## src/rtl/mbus_pwr_pkg.sv

```systemverilog
// Shared types and constants for the MBus layer power sequencer.
package mbus_pwr_pkg;

    typedef enum logic [3:0] {
        ST_IDLE,
        ST_W_PWR,
        ST_W_CLK,
        ST_W_RST,
        ST_W_ISO,
        ST_S_ISO,
        ST_S_RST,
        ST_S_CLK,
        ST_S_PWR
    } state_t;

    localparam logic HELD = 1'b1;
    localparam logic REL  = 1'b0;

    // Domain index width, never narrower than one bit.
    function automatic int unsigned idx_w(input int unsigned n);
        return (n <= 1) ? 1 : $clog2(n);
    endfunction

endpackage

```

## src/rtl/mbus_rr_arbiter.sv

```systemverilog
// Combinational round-robin arbiter: lowest requesting index at or above the pointer, wrapping.
module mbus_rr_arbiter #(
    parameter int unsigned N     = 4,
    parameter int unsigned IDX_W = 2
) (
    input  logic [N-1:0]     i_req,
    input  logic [IDX_W-1:0] i_ptr,
    output logic [N-1:0]     o_gnt_oh,
    output logic [IDX_W-1:0] o_gnt_idx,
    output logic             o_gnt_vld
);

    int unsigned w_idx;

    always_comb begin
        o_gnt_oh  = '0;
        o_gnt_idx = '0;
        o_gnt_vld = 1'b0;
        w_idx     = 0;
        for (int unsigned off = 0; off < N; off++) begin
            w_idx = (32'(i_ptr) + off) % N;
            if (!o_gnt_vld && i_req[IDX_W'(w_idx)]) begin
                o_gnt_vld                  = 1'b1;
                o_gnt_idx                  = IDX_W'(w_idx);
                o_gnt_oh[IDX_W'(w_idx)]    = 1'b1;
            end
        end
    end

endmodule

```

## src/rtl/mbus_layer_power_seq.sv

```systemverilog
// Shared wake/sleep sequencer for NUM_DOMAINS MBus layer power domains, one domain at a time.
module mbus_layer_power_seq
    import mbus_pwr_pkg::*;
#(
    parameter int unsigned NUM_DOMAINS = 4,
    parameter int unsigned STEP_CYCLES = 4,
    parameter int unsigned IDX_W       = idx_w(NUM_DOMAINS)
) (
    input  logic                   CLK,
    input  logic                   RESET,
    input  logic [NUM_DOMAINS-1:0] WAKE_REQ,
    input  logic [NUM_DOMAINS-1:0] SLEEP_REQ,
    output logic [NUM_DOMAINS-1:0] LC_POWER_ON,
    output logic [NUM_DOMAINS-1:0] LC_RELEASE_CLK,
    output logic [NUM_DOMAINS-1:0] LC_RELEASE_RST,
    output logic [NUM_DOMAINS-1:0] LC_RELEASE_ISO,
    output logic [NUM_DOMAINS-1:0] DOMAIN_ACTIVE,
    output logic                   BUSY,
    output logic [IDX_W-1:0]       CUR_DOMAIN
);

    localparam int unsigned CNT_W = $clog2(STEP_CYCLES + 1);

    state_t                 r_state, w_state_nxt;
    logic [CNT_W-1:0]       r_cnt, w_cnt_nxt;
    logic [IDX_W-1:0]       r_cur, w_cur_nxt, r_ptr, w_ptr_nxt;
    logic [NUM_DOMAINS-1:0] r_wake_pend, w_wake_pend_nxt, r_sleep_pend, w_sleep_pend_nxt;
    logic [NUM_DOMAINS-1:0] r_pwr, r_clk, r_rst, r_iso, r_active;
    logic [NUM_DOMAINS-1:0] w_pwr_nxt, w_clk_nxt, w_rst_nxt, w_iso_nxt, w_active_nxt;
    logic                   r_busy;

    logic [NUM_DOMAINS-1:0] w_gnt_oh, w_gnt_clr, w_waking_oh, w_up;
    logic [IDX_W-1:0]       w_gnt_idx;
    logic                   w_gnt_vld, w_gnt_wake, w_grant, w_step_done;

    mbus_rr_arbiter #(
        .N     (NUM_DOMAINS),
        .IDX_W (IDX_W)
    ) u_arb (
        .i_req     (r_wake_pend | r_sleep_pend),
        .i_ptr     (r_ptr),
        .o_gnt_oh  (w_gnt_oh),
        .o_gnt_idx (w_gnt_idx),
        .o_gnt_vld (w_gnt_vld)
    );

    assign w_gnt_wake  = |(r_wake_pend & w_gnt_oh);
    assign w_step_done = (r_cnt == CNT_W'(STEP_CYCLES - 1));

    // Sequencer next state and next output levels.
    always_comb begin
        w_state_nxt  = r_state;
        w_cnt_nxt    = r_cnt + CNT_W'(1);
        w_cur_nxt    = r_cur;
        w_ptr_nxt    = r_ptr;
        w_pwr_nxt    = r_pwr;
        w_clk_nxt    = r_clk;
        w_rst_nxt    = r_rst;
        w_iso_nxt    = r_iso;
        w_active_nxt = r_active;
        w_grant      = 1'b0;
        case (r_state)
            ST_IDLE: begin
                w_cnt_nxt = '0;
                if (w_gnt_vld) begin
                    w_grant   = 1'b1;
                    w_cur_nxt = w_gnt_idx;
                    w_ptr_nxt = (w_gnt_idx == IDX_W'(NUM_DOMAINS - 1)) ? '0 : w_gnt_idx + IDX_W'(1);
                    if (w_gnt_wake) begin
                        w_state_nxt          = ST_W_PWR;
                        w_pwr_nxt[w_gnt_idx] = REL;
                    end else begin
                        w_state_nxt             = ST_S_ISO;
                        w_iso_nxt[w_gnt_idx]    = HELD;
                        w_active_nxt[w_gnt_idx] = 1'b0;
                    end
                end
            end
            ST_W_PWR: if (w_step_done) begin
                w_state_nxt      = ST_W_CLK;
                w_clk_nxt[r_cur] = REL;
                w_cnt_nxt        = '0;
            end
            ST_W_CLK: if (w_step_done) begin
                w_state_nxt      = ST_W_RST;
                w_rst_nxt[r_cur] = REL;
                w_cnt_nxt        = '0;
            end
            ST_W_RST: if (w_step_done) begin
                w_state_nxt         = ST_W_ISO;
                w_iso_nxt[r_cur]    = REL;
                w_active_nxt[r_cur] = 1'b1;
                w_cnt_nxt           = '0;
            end
            ST_S_ISO: if (w_step_done) begin
                w_state_nxt      = ST_S_RST;
                w_rst_nxt[r_cur] = HELD;
                w_cnt_nxt        = '0;
            end
            ST_S_RST: if (w_step_done) begin
                w_state_nxt      = ST_S_CLK;
                w_clk_nxt[r_cur] = HELD;
                w_cnt_nxt        = '0;
            end
            ST_S_CLK: if (w_step_done) begin
                w_state_nxt      = ST_S_PWR;
                w_pwr_nxt[r_cur] = HELD;
                w_cnt_nxt        = '0;
            end
            ST_W_ISO, ST_S_PWR: if (w_step_done) begin
                w_state_nxt = ST_IDLE;
                w_cnt_nxt   = '0;
            end
            default: begin
                w_state_nxt = ST_IDLE;
                w_cnt_nxt   = '0;
            end
        endcase
    end

    // A domain counts as "up" once a wake is granted and until a sleep is granted.
    always_comb begin
        w_gnt_clr   = w_grant ? w_gnt_oh : '0;
        w_waking_oh = '0;
        for (int unsigned i = 0; i < NUM_DOMAINS; i++) begin
            w_waking_oh[i] = (r_state inside {ST_W_PWR, ST_W_CLK, ST_W_RST, ST_W_ISO})
                             && (r_cur == IDX_W'(i));
        end
        w_up = (r_active & ~(w_gnt_clr & ~{NUM_DOMAINS{w_gnt_wake}}))
             | (w_gnt_clr & {NUM_DOMAINS{w_gnt_wake}})
             | w_waking_oh;
        w_wake_pend_nxt  = (r_wake_pend  & ~w_gnt_clr) | (WAKE_REQ  & ~w_up);
        w_sleep_pend_nxt = (r_sleep_pend & ~w_gnt_clr) | (SLEEP_REQ &  w_up);
    end

    always_ff @(posedge CLK) begin
        if (RESET) begin
            r_state      <= ST_IDLE;
            r_cnt        <= '0;
            r_cur        <= '0;
            r_ptr        <= '0;
            r_wake_pend  <= '0;
            r_sleep_pend <= '0;
            r_pwr        <= '1;
            r_clk        <= '1;
            r_rst        <= '1;
            r_iso        <= '1;
            r_active     <= '0;
            r_busy       <= 1'b0;
        end else begin
            r_state      <= w_state_nxt;
            r_cnt        <= w_cnt_nxt;
            r_cur        <= w_cur_nxt;
            r_ptr        <= w_ptr_nxt;
            r_wake_pend  <= w_wake_pend_nxt;
            r_sleep_pend <= w_sleep_pend_nxt;
            r_pwr        <= w_pwr_nxt;
            r_clk        <= w_clk_nxt;
            r_rst        <= w_rst_nxt;
            r_iso        <= w_iso_nxt;
            r_active     <= w_active_nxt;
            r_busy       <= (w_state_nxt != ST_IDLE);
        end
    end

    assign LC_POWER_ON    = r_pwr;
    assign LC_RELEASE_CLK = r_clk;
    assign LC_RELEASE_RST = r_rst;
    assign LC_RELEASE_ISO = r_iso;
    assign DOMAIN_ACTIVE  = r_active;
    assign BUSY           = r_busy;
    assign CUR_DOMAIN     = r_cur;

`ifndef SYNTHESIS
    logic [NUM_DOMAINS-1:0] w_mid;
    assign w_mid = ~((r_pwr & r_clk & r_rst & r_iso) | ~(r_pwr | r_clk | r_rst | r_iso));

    a_release_order: assert property (@(posedge CLK) disable iff (RESET)
        ((~r_iso & r_rst) | (~r_rst & r_clk) | (~r_clk & r_pwr)) == '0);
    a_one_in_flight: assert property (@(posedge CLK) disable iff (RESET) $onehot0(w_mid));
`endif

endmodule

```

## config.mk

```make
export PLATFORM = sky130hd
export DESIGN_NAME = mbus_layer_power_seq
export DESIGN_NICKNAME = d
export VERILOG_FILES = /design/src/rtl/mbus_pwr_pkg.sv /design/src/rtl/mbus_rr_arbiter.sv /design/src/rtl/mbus_layer_power_seq.sv
export SDC_FILE = /design/constraint.sdc
export NUM_CORES = 1
export LEC_CHECK = 0
export CORE_MARGIN = 8
export CORE_UTILIZATION = 61
export CTS_BUF_LIST = sky130_fd_sc_hd__clkbuf_4 sky130_fd_sc_hd__clkbuf_8
export DETAILED_ROUTE_END_ITERATION = 16
export PLACE_DENSITY = 0.95
export SLEW_MARGIN = 25
export SYNTH_ARGS = -nofsm -noshare
export SYNTH_HDL_FRONTEND = slang
export SYNTH_SLANG_ARGS = --single-unit
export TNS_END_PERCENT = 50
```

## constraint.sdc

```tcl
create_clock -name CLK -period 8 [get_ports CLK]
set_input_delay 1.6 -clock CLK [delete_from_list [all_inputs] [get_ports CLK]]
set_output_delay 1.6 -clock CLK [all_outputs]
set_load 0.05 [all_outputs]
```

==> results of run 1 <==
-- layout make-up --
class	instances	area share
timing repair buffer	32	0.1118
tap	50	0.02217
clock inverter	1	0.003104
multi-input combinational	246	0.5348
clock buffer	7	0.02971
inverter	11	0.01463
sequential	40	0.2838
-- how the worst max path moves through the flow --
stage	startpoint	to	slack [ns]	depth (start not counted)
floorplan	r_ptr[1]$_SDFFE_PP0P_	r_wake_pend[1]$_SDFF_PP0_	5.09	11
global placement	r_ptr[0]$_SDFFE_PP0P_	r_wake_pend[1]$_SDFF_PP0_	4.32	9
global route	r_ptr[0]$_SDFFE_PP0P_	r_wake_pend[1]$_SDFF_PP0_	3.93	9
CTS	r_ptr[0]$_SDFFE_PP0P_	r_wake_pend[1]$_SDFF_PP0_	4.16	9
detailed placement	r_ptr[0]$_SDFFE_PP0P_	r_wake_pend[1]$_SDFF_PP0_	4.17	9
finish	r_ptr[0]$_SDFFE_PP0P_	r_wake_pend[2]$_SDFF_PP0_	4.05	9
-- per-layer routing --
metal | vias to the layer above | routed length [um]
met4 | 0 | 149
met1 | 1167 | 2820
li1 | 1171 | -
met2 | 142 | 3057
met5 | - | 0
met3 | 20 | 506
-- metrics by stage --
| stage | power (uW) | hold slack [ns] | std cells | util |
|---|---|---|---|---|
| floorplan | 770.7 | 0.3974 | 316 | - |
| global placement | 897.7 | 0.4094 | 379 | 0.6985 |
| detailed placement | 913.7 | 0.4123 | 379 | 0.6973 |
| CTS | 1053 | 0.4256 | 387 | 0.7209 |
| global route | 1141 | 0.4602 | 387 | 0.7209 |
| finish | 1066 | 0.4234 | 387 | 0.7209 |
-- worst register-to-register path, cell delays in order (launching register included) --
cell      delay [ns]
dfxtp_1         0.74
inv_2           0.17
ha_1            0.48
mux4_2          0.39
o311a_2         0.19
a222oi_1        0.34
and3b_1         0.20
nand4_1         0.61
or3_1           0.61
a21oi_1         0.15
-- power breakdown --
part           internal (uW)  total [uW]  switching (uW)
Sequential               238         302            63.6
Combinational            220         625             405
Clock                   69.1         140            70.6
-- cell families (layout without fill, tap and decap cells) --
| logic type | count (synthesis) | in the layout |
|---|---|---|
| XOR/XNOR | 1 | 1 |
| multiplexers | 3 | 3 |
| AND/OR/NAND/NOR | 130 | 130 |
| AO/OA/AOI/OAI | 98 | 98 |
| flip-flops | 40 | 40 |
| adder cells (fa/ha/maj) | 14 | 14 |
| buffers and inverters | 30 | 51 |
-- placed cells by master, fill, tap and decap left out, types with 2 or more instances in the layout --
cell / instances
and2_1: 4
or2_2: 4
clkdlybuf4s50_1: 31
mux4_2: 2
or3_1: 4
o21ai_1: 3
and3_1: 3
dfxtp_1: 40
o21ai_0: 15
nor2b_1: 5
nor2_1: 34
nand2b_1: 2
a22o_1: 6
a21oi_1: 30
o21bai_1: 3
or2_1: 3
ha_1: 14
clkbuf_4: 2
nand4_1: 4
nand3_1: 5
a211oi_1: 2
nor3_1: 11
a21o_1: 5
a31oi_1: 9
nand2_1: 42
inv_1: 10
a21boi_0: 2
a221o_1: 9
clkbuf_8: 5
a22oi_1: 3
==> run_results.csv, run 1 <==
group,metric,value,unit
run_status,status,"finished clean",
place,dp_hpwl,4.707,mm
pwr,p_per_area,377.9,nW/um^2
global_route,track_usage,0.2070,
worst_setup_path,cp_cell_sequence,"inv_2, ha_1, mux4_2, o311a_2, a222oi_1, and3b_1, nand4_1, or3_1, a21oi_1",
global_route,gr-max-usage-layer,"met2",
place,gp_congestion,0.9511,
floorplanning,die_height,79.15,um
worst_setup_path,cp.required,8.22,ns
logic_synthesis,yosysWarningCount,0,
floorplanning,start_util,0.6215,
floorplanning,core,3914,um^2
sta,finalSetupViolCount,0,
detailed_routing,wl_per_cell,16.88,um
worst_setup_path,ff2ff_path_depth,9,
place,portBuffers,32,
clock_tree,cts_tree,"built",
clock_tree,htreeDepth,2,
worst_setup_path,r2r_setup_slack,4.05,ns
pwr,p_leak,0.001077,uW
floorplanning,die_w,79.15,um
global_route,overflow,0,
sta,fmax,253.2,MHz
clock_tree,post_cts_buffers,0,
logic_synthesis,netlist.area_leader.share,0.3292,
clock_tree,cts.sinks,40,
logic_synthesis,ys_ff_latch,40,
clock_tree,insertion_delay,0.29,ns
detailed_routing,first_pass_iters,5,
sta,period_needed,3.949,ns
place,dpl_worst_slack,4.167,ns
worst_setup_path,path_class,"reg2reg",
sta,slew_violations,0,
global_route,grt_pass1_vias,2312,
finish,final_nets,360,
floorplanning,fp-row-count,23,
detailed_routing,drt_iter0_drc,320,
worst_setup_path,critical-path-top-delay-family,"simple AND/OR/NAND/NOR gates",
job,cap_violations,0,
logic_synthesis,async_flop_share,0,
worst_setup_path,cp-start-kind,"flip-flop",
worst_setup_path,worstPathArrival,4.17,ns
clock_tree,cts_resized,0,
worst_hold_path,holdCritStartpoint,"r_cnt[0]$_SDFF_PP0_",
logic_synthesis,synth_xor_area_frac,0.003601,
logic_synthesis,synth_top_family_by_area,"compound AO/OA/AOI/OAI gates",
logic_synthesis,synth-compound-area-share,0.2670,
finish,seq_area,800.8,um^2
logic_synthesis,synthTopCellsByCount,"nand2_1, dfxtp_1, nor2_1",
detailed_routing,postRouteAntennaNets,0,
finish,nFillCells,323,
clock_tree,ctsLongestPathBuffers,2,
clock_tree,clockRootBuffer,"clkbuf_8",
worst_setup_path,cp_slowest_stage_delay,0.74,ns
floorplanning,dieArea,6264,um^2
sta,rsz0062_at_grt,"no",
global_route,use_met1,0.2603,
finish,final_area,2821,um^2
sta,worstMarginPinSlew,0.7740,ns
logic_synthesis,ys_types,54,
logic_synthesis,synth_edf_count,0,
logic_synthesis,synth_flop_cell,"dfxtp_1",
worst_setup_path,crit_path_max_fanout,20,
worst_setup_path,r2r_start,"r_ptr[0]$_SDFFE_PP0P_",
logic_synthesis,muxShareOfSynthArea,0.02263,
global_route,grt_util_met3,0.04628,
logic_synthesis,syn_nets,340,
sta,fin_worst_skew,0.005167,ns
sta,finalHoldViolations,0,
finish,antenna_cells,0,
worst_hold_path,min_to,"r_cnt[0]$_SDFF_PP0_",
worst_hold_path,worstHoldPathCells,1,
clock_tree,cts_made_buffers,5,
detailed_routing,vias,2500,
logic_synthesis,synth_top_cells_by_area,"dfxtp_1, ha_1, nand2_1, a21oi_1, nor2_1",
floorplanning,pin_count,33,
pwr,peakVddDrop,0.0002602,V
global_route,grt_util_met2,0.3328,
worst_setup_path,crit_slowest_cell,"dfxtp_1",
logic_synthesis,synth-simple-area-share,0.2551,
clock_tree,clkSlewWorstSetupHoldPaths,0.08,ns
sta,setup_tns,0,ns
logic_synthesis,synth.avg_cell_area,7.697,um^2
finish,area_delta_synth_final,16.00,%
global_route,antenna_found_initial,0,
clock_tree,hold_buffers,0,
global_route,grt_pass1_wl,10.82,mm
finish,multi_input_area,1509,um^2
place,placed_cell_area,2729,um^2
worst_hold_path,worst_hold_path_type,"reg2reg",
worst_setup_path,path_buf_inv,1,
sta,period_share,0.4936,
sta,relSlewSlack,0.4825,
finish,drive_gt1_frac,0.06825,
logic_synthesis,synthCells,316,
detailed_routing,viasPerCell,6.460,
sta,layout_setup_ws,4.051,ns
global_route,grt_max_degree,36,
worst_setup_path,rr_endpoint,"r_wake_pend[2]$_SDFF_PP0_",
detailed_routing,routed_wl,6.534,mm
logic_synthesis,synth_adder_area_share,0.07202,
logic_synthesis,synth_most_common_cell,"nand2_1",
worst_setup_path,end_kind,"flip-flop",
logic_synthesis,synth_top_area_cell,"dfxtp_1",
logic_synthesis,syn-cell-area,2432,um^2
detailed_routing,remaining_drc_errors,0,
logic_synthesis,yosysSeqAreaShare,0.3292,
Power figures use the tool's default switching activity.
==> inputs of run 2 (changes only) <==
CORE_UTILIZATION = 51   (was 61)
PLACE_DENSITY = 0.86   (was 0.95)
clock period = 3.39 ns   (was 8 ns; I/O delays follow)
==> run_results.csv, run 2 (synthesis gave the netlist of run 1 again) <==
group,metric,value,unit
worst_setup_path,r2r_start,"r_wake_pend[3]$_SDFF_PP0_",
floorplanning,die_height,85.06,um
sta,slew_violations,0,
place,gp_congestion,0.9190,
global_route,grt_max_degree,35,
pwr,p_per_area,896.5,nW/um^2
finish,layout_common_cells,"nand2_1, dfxtp_1, nor2_1, clkdlybuf4s50_1, a21oi_1",
clock_tree,insertion_delay,0.30,ns
clock_tree,htreeDepth,2,
pwr,peakVddDrop,0.0006665,V
finish,antenna_cells,0,
worst_setup_path,crit_path_max_fanout,14,
detailed_routing,remaining_drc_errors,0,
place,portBuffers,32,
finish,final_nets,364,
sta,worstMarginPinSlew,0.6807,ns
detailed_routing,viasPerCell,6.157,
detailed_routing,vias,2432,
finish,nFillCells,410,
worst_setup_path,cp.required,3.62,ns
clock_tree,cts_tree,"built",
sta,relSlewSlack,0.5462,
floorplanning,pin_count,33,
run_status,status,"finished clean",
clock_tree,cts_resized,0,
clock_tree,post_cts_buffers,0,
sta,finalSetupViolCount,0,
job,cap_violations,0,
sta,rsz0062_at_grt,"no",
worst_hold_path,holdCritStartpoint,"r_cnt[0]$_SDFF_PP0_",
global_route,antenna_found_initial,0,
floorplanning,dieArea,7235,um^2
clock_tree,clkSlewWorstSetupHoldPaths,0.08,ns
global_route,grt_pass1_vias,2284,
global_route,grt_pass1_wl,10.87,mm
detailed_routing,routed_wl,6.443,mm
floorplanning,die_w,85.06,um
worst_hold_path,worst_hold_path_type,"reg2reg",
finish,final_common_cell,"nand2_1",
detailed_routing,wl_per_cell,16.31,um
worst_setup_path,worstPathArrival,3.21,ns
sta,period_share,0.8806,
worst_setup_path,path_class,"reg2reg",
floorplanning,fp-row-count,25,
clock_tree,cts_made_buffers,5,
finish,drive_gt1_frac,0.07625,
floorplanning,core,4661,um^2
finish,area_delta_synth_final,17.85,%
place,dp_hpwl,4.684,mm
clock_tree,cts.sinks,40,
detailed_routing,postRouteAntennaNets,0,
pwr,power,2570,uW
detailed_routing,first_pass_iters,5,
pwr,p_leak,0.001096,uW
worst_setup_path,cp-start-kind,"flip-flop",
sta,setup_tns,0,ns
clock_tree,hold_buffers,0,
global_route,overflow,0,
detailed_routing,drt_iter0_drc,198,
sta,fmax,335.0,MHz
sta,period_needed,2.985,ns
sta,finalHoldViolations,0,
sta,fin_worst_skew,0.007321,ns
worst_setup_path,end_kind,"flip-flop",
global_route,track_usage,0.1806,
worst_setup_path,startpoint,"r_wake_pend[3]$_SDFF_PP0_",
clock_tree,ctsLongestPathBuffers,2,
clock_tree,clockRootBuffer,"clkbuf_8",
floorplanning,start_util,0.5219,
[run 2: power by group]
group          total [uW]  switching [uW]  internal (uW)
clock                 341             168            173
sequential            677             116            561
combinational        1550            1000            549
[run 2: worst paths after layout]
kind / slack, ns / to / cells past startpoint
min: 0.43 / r_cnt[0]$_SDFF_PP0_ / 1
min reg2reg: 0.43 / r_cnt[0]$_SDFF_PP0_ / 1
max: 0.40 / r_sleep_pend[2]$_SDFF_PP0_ / 9
max reg2reg: 0.40 / r_sleep_pend[2]$_SDFF_PP0_ / 9
[run 2: critical path, stage by stage (launching register included)]
cell and delay [ns]:
dfxtp_1 0.42, nor4_1 0.60, nand4_1 0.18, a21o_1 0.27, a21boi_0 0.27, o21ai_0 0.13
nand4_1 0.30, buf_4 0.28, or3b_1 0.36, a21oi_1 0.12
[run 2: final cells by class]
type	instances	area, um^2	share of cell area
sequential	40	800.8	0.2794
timing repair buffer	36	350.3	0.1222
tap	54	67.56	0.02357
clock inverter	1	7.507	0.002619
multi-input combinational	246	1509	0.5264
inverter	11	41.29	0.01440
clock buffer	7	90.09	0.03143
[run 2: per-stage QoR]
| stage | cells | instance area [um^2] | utilization | hold slack, ns | setup slack [ns] |
|---|---|---|---|---|---|
| after floorplan | 316 | 2432 | - | 0.3974 | 0.4817 |
| after global placement | 387 | 2769 | 0.5941 | 0.4129 | 0.5201 |
| after detailed placement | 387 | 2769 | 0.5941 | 0.4170 | 0.4687 |
| after CTS | 395 | 2867 | 0.6150 | 0.4286 | 0.4467 |
| after global routing | 395 | 2867 | 0.6150 | 0.4599 | 0.1657 |
| final | 395 | 2867 | 0.6150 | 0.4257 | 0.4049 |
[run 2: routing by layer]
metal / GRT usage / routed length [um] / share of wire / vias up
met5: 0 / 0 / 0 / -
met4: 0.06149 / 95 / 0.015 / 0
met3: 0.03668 / 446 / 0.069 / 9
met2: 0.2862 / 2940 / 0.46 / 98
met1: 0.2358 / 2960 / 0.46 / 1146
li1: - / - / - / 1179
==> inputs of run 3 (changes only) <==
CORE_UTILIZATION = 61   (was 51)
PLACE_DENSITY = 0.95   (was 0.86)
clock period = 3.45 ns   (was 3.39 ns; I/O delays follow)
==> run_results.csv, run 3 (synthesis gave the netlist of run 1 again) <==
group,metric,value,unit
detailed_routing,drt_iter0_drc,317,
finish,final_area,2893,um^2
global_route,grt_max_degree,36,
clock_tree,cts_made_buffers,5,
place,portBuffers,32,
global_route,grt_pass1_wl,11.34,mm
global_route,overflow,0,
worst_hold_path,worst_hold_path_type,"reg2reg",
sta,period_share,0.8922,
finish,instances_no_fill,392,
finish,drive_gt1_frac,0.07895,
global_route,grt_pass1_vias,2453,
worst_setup_path,cp-start-kind,"flip-flop",
worst_setup_path,cp_slowest_stage_delay,0.44,ns
finish,area_delta_synth_final,18.93,%
clock_tree,clkSlewWorstSetupHoldPaths,0.09,ns
sta,finalSetupViolCount,0,
sta,layout_setup_ws,0.3717,ns
worst_setup_path,cp_cell_sequence,"inv_1, ha_1, mux4_2, o311a_2, a222oi_1, and3b_1, nand4_1, buf_4, nor2_1, nor3_1",
detailed_routing,postRouteAntennaNets,0,
place,placed_cell_area,2771,um^2
place,dp_hpwl,4.901,mm
sta,worstMarginPinSlew,0.7566,ns
sta,setup_tns,0,ns
finish,final_common_cell,"nand2_1",
floorplanning,die_w,79.15,um
floorplanning,dieArea,6264,um^2
worst_setup_path,path_class,"reg2reg",
pwr,p_per_area,932.5,nW/um^2
worst_setup_path,end_kind,"flip-flop",
worst_setup_path,critical-path-top-delay-family,"simple AND/OR/NAND/NOR gates",
global_route,antenna_found_initial,0,
run_status,status,"finished clean",
clock_tree,htreeDepth,2,
clock_tree,clockRootBuffer,"clkbuf_8",
sta,rsz0062_at_grt,"no",
finish,layout_common_cells,"nand2_1, dfxtp_1, nor2_1, clkdlybuf4s50_1, a21oi_1",
clock_tree,ctsLongestPathBuffers,2,
detailed_routing,viasPerCell,6.513,
detailed_routing,routed_wl,7.032,mm
pwr,p_leak,0.001115,uW
detailed_routing,first_pass_iters,6,
sta,period_needed,3.078,ns
clock_tree,insertion_delay,0.31,ns
detailed_routing,wl_per_cell,17.94,um
clock_tree,cts.sinks,40,
pwr,peakVddDrop,0.0007107,V
floorplanning,die_height,79.15,um
worst_setup_path,crit_slowest_cell,"ha_1",
worst_setup_path,cp.required,3.63,ns
floorplanning,core,3914,um^2
finish,antenna_cells,0,
clock_tree,cts_resized,0,
worst_setup_path,path_buf_inv,2,
detailed_routing,vias,2553,
sta,holdWs,0.4228,ns
floorplanning,pin_count,33,
sta,slew_violations,0,
sta,relSlewSlack,0.4956,
floorplanning,start_util,0.6215,
clock_tree,cts_tree,"built",
clock_tree,post_cts_buffers,0,
sta,fin_worst_skew,0.01294,ns
place,dp.cells,384,
place,gp_congestion,0.9368,
job,cap_violations,0,
finish,final_nets,365,
worst_setup_path,worstPathArrival,3.25,ns
worst_setup_path,crit_path_max_fanout,10,
detailed_routing,remaining_drc_errors,0,
global_route,track_usage,0.2226,
clock_tree,hold_buffers,0,
sta,finalHoldViolations,0,
floorplanning,fp-row-count,23,
sta,fmax,324.9,MHz
place,dpl_worst_slack,0.5004,ns
==> run 3: path summary, 6_finish.rpt <==
check                                        to  cells past startpoint  slack, ns             startpoint
hold / removal              r_cnt[0]$_SDFF_PP0_                      1       0.42    r_cnt[0]$_SDFF_PP0_
setup reg to reg  DOMAIN_ACTIVE[3]$_SDFFE_PP0P_                     10       0.37  r_ptr[1]$_SDFFE_PP0P_
setup / recovery  DOMAIN_ACTIVE[3]$_SDFFE_PP0P_                     10       0.37  r_ptr[1]$_SDFFE_PP0P_
hold reg to reg             r_cnt[0]$_SDFF_PP0_                      1       0.42    r_cnt[0]$_SDFF_PP0_
==> run 3: routing by layer <==
| layer | vias up | track usage | share of wire |
|---|---|---|---|
| met5 | - | 0 | 0 |
| met4 | 0 | 0.1204 | 0.022 |
| met3 | 18 | 0.04063 | 0.077 |
| met2 | 146 | 0.3673 | 0.47 |
| li1 | 1181 | - | - |
| met1 | 1208 | 0.2676 | 0.43 |
==> run 3: final cells by class <==
cell class	count	area, um^2
Multi-Input combinational cell	246	1509
Clock inverter	2	38.79
Inverter	11	41.29
Timing Repair Buffer	37	357.8
Sequential cell	40	800.8
Fill cell	319	1021
Clock buffer	6	82.58
Tap cell	50	62.56
==> run 3: report_power, final <==
part           switching [uW]  leakage (uW)  internal (uW)
logic                    1040      0.000727            566
registers                 116      0.000326            552
clock network             186     0.0000614            237
total                    1340       0.00112           1350
==> run 3: worst reg2reg max path, cell delays in order (launching register included) <==
cell	delay, ns
dfxtp_1	0.34
inv_1	0.12
ha_1	0.44
mux4_2	0.39
o311a_2	0.18
a222oi_1	0.35
and3b_1	0.20
nand4_1	0.33
buf_4	0.32
nor2_1	0.20
nor3_1	0.08
==> run 3: metrics by stage <==
| stage | power [uW] | util |
|---|---|---|
| finish | 2697 | 0.7391 |
| global route | 2838 | 0.7391 |
| CTS | 2643 | 0.7391 |
| detailed placement | 2206 | 0.7081 |
| global placement | 2161 | 0.7081 |
| floorplan | 1787 | - |
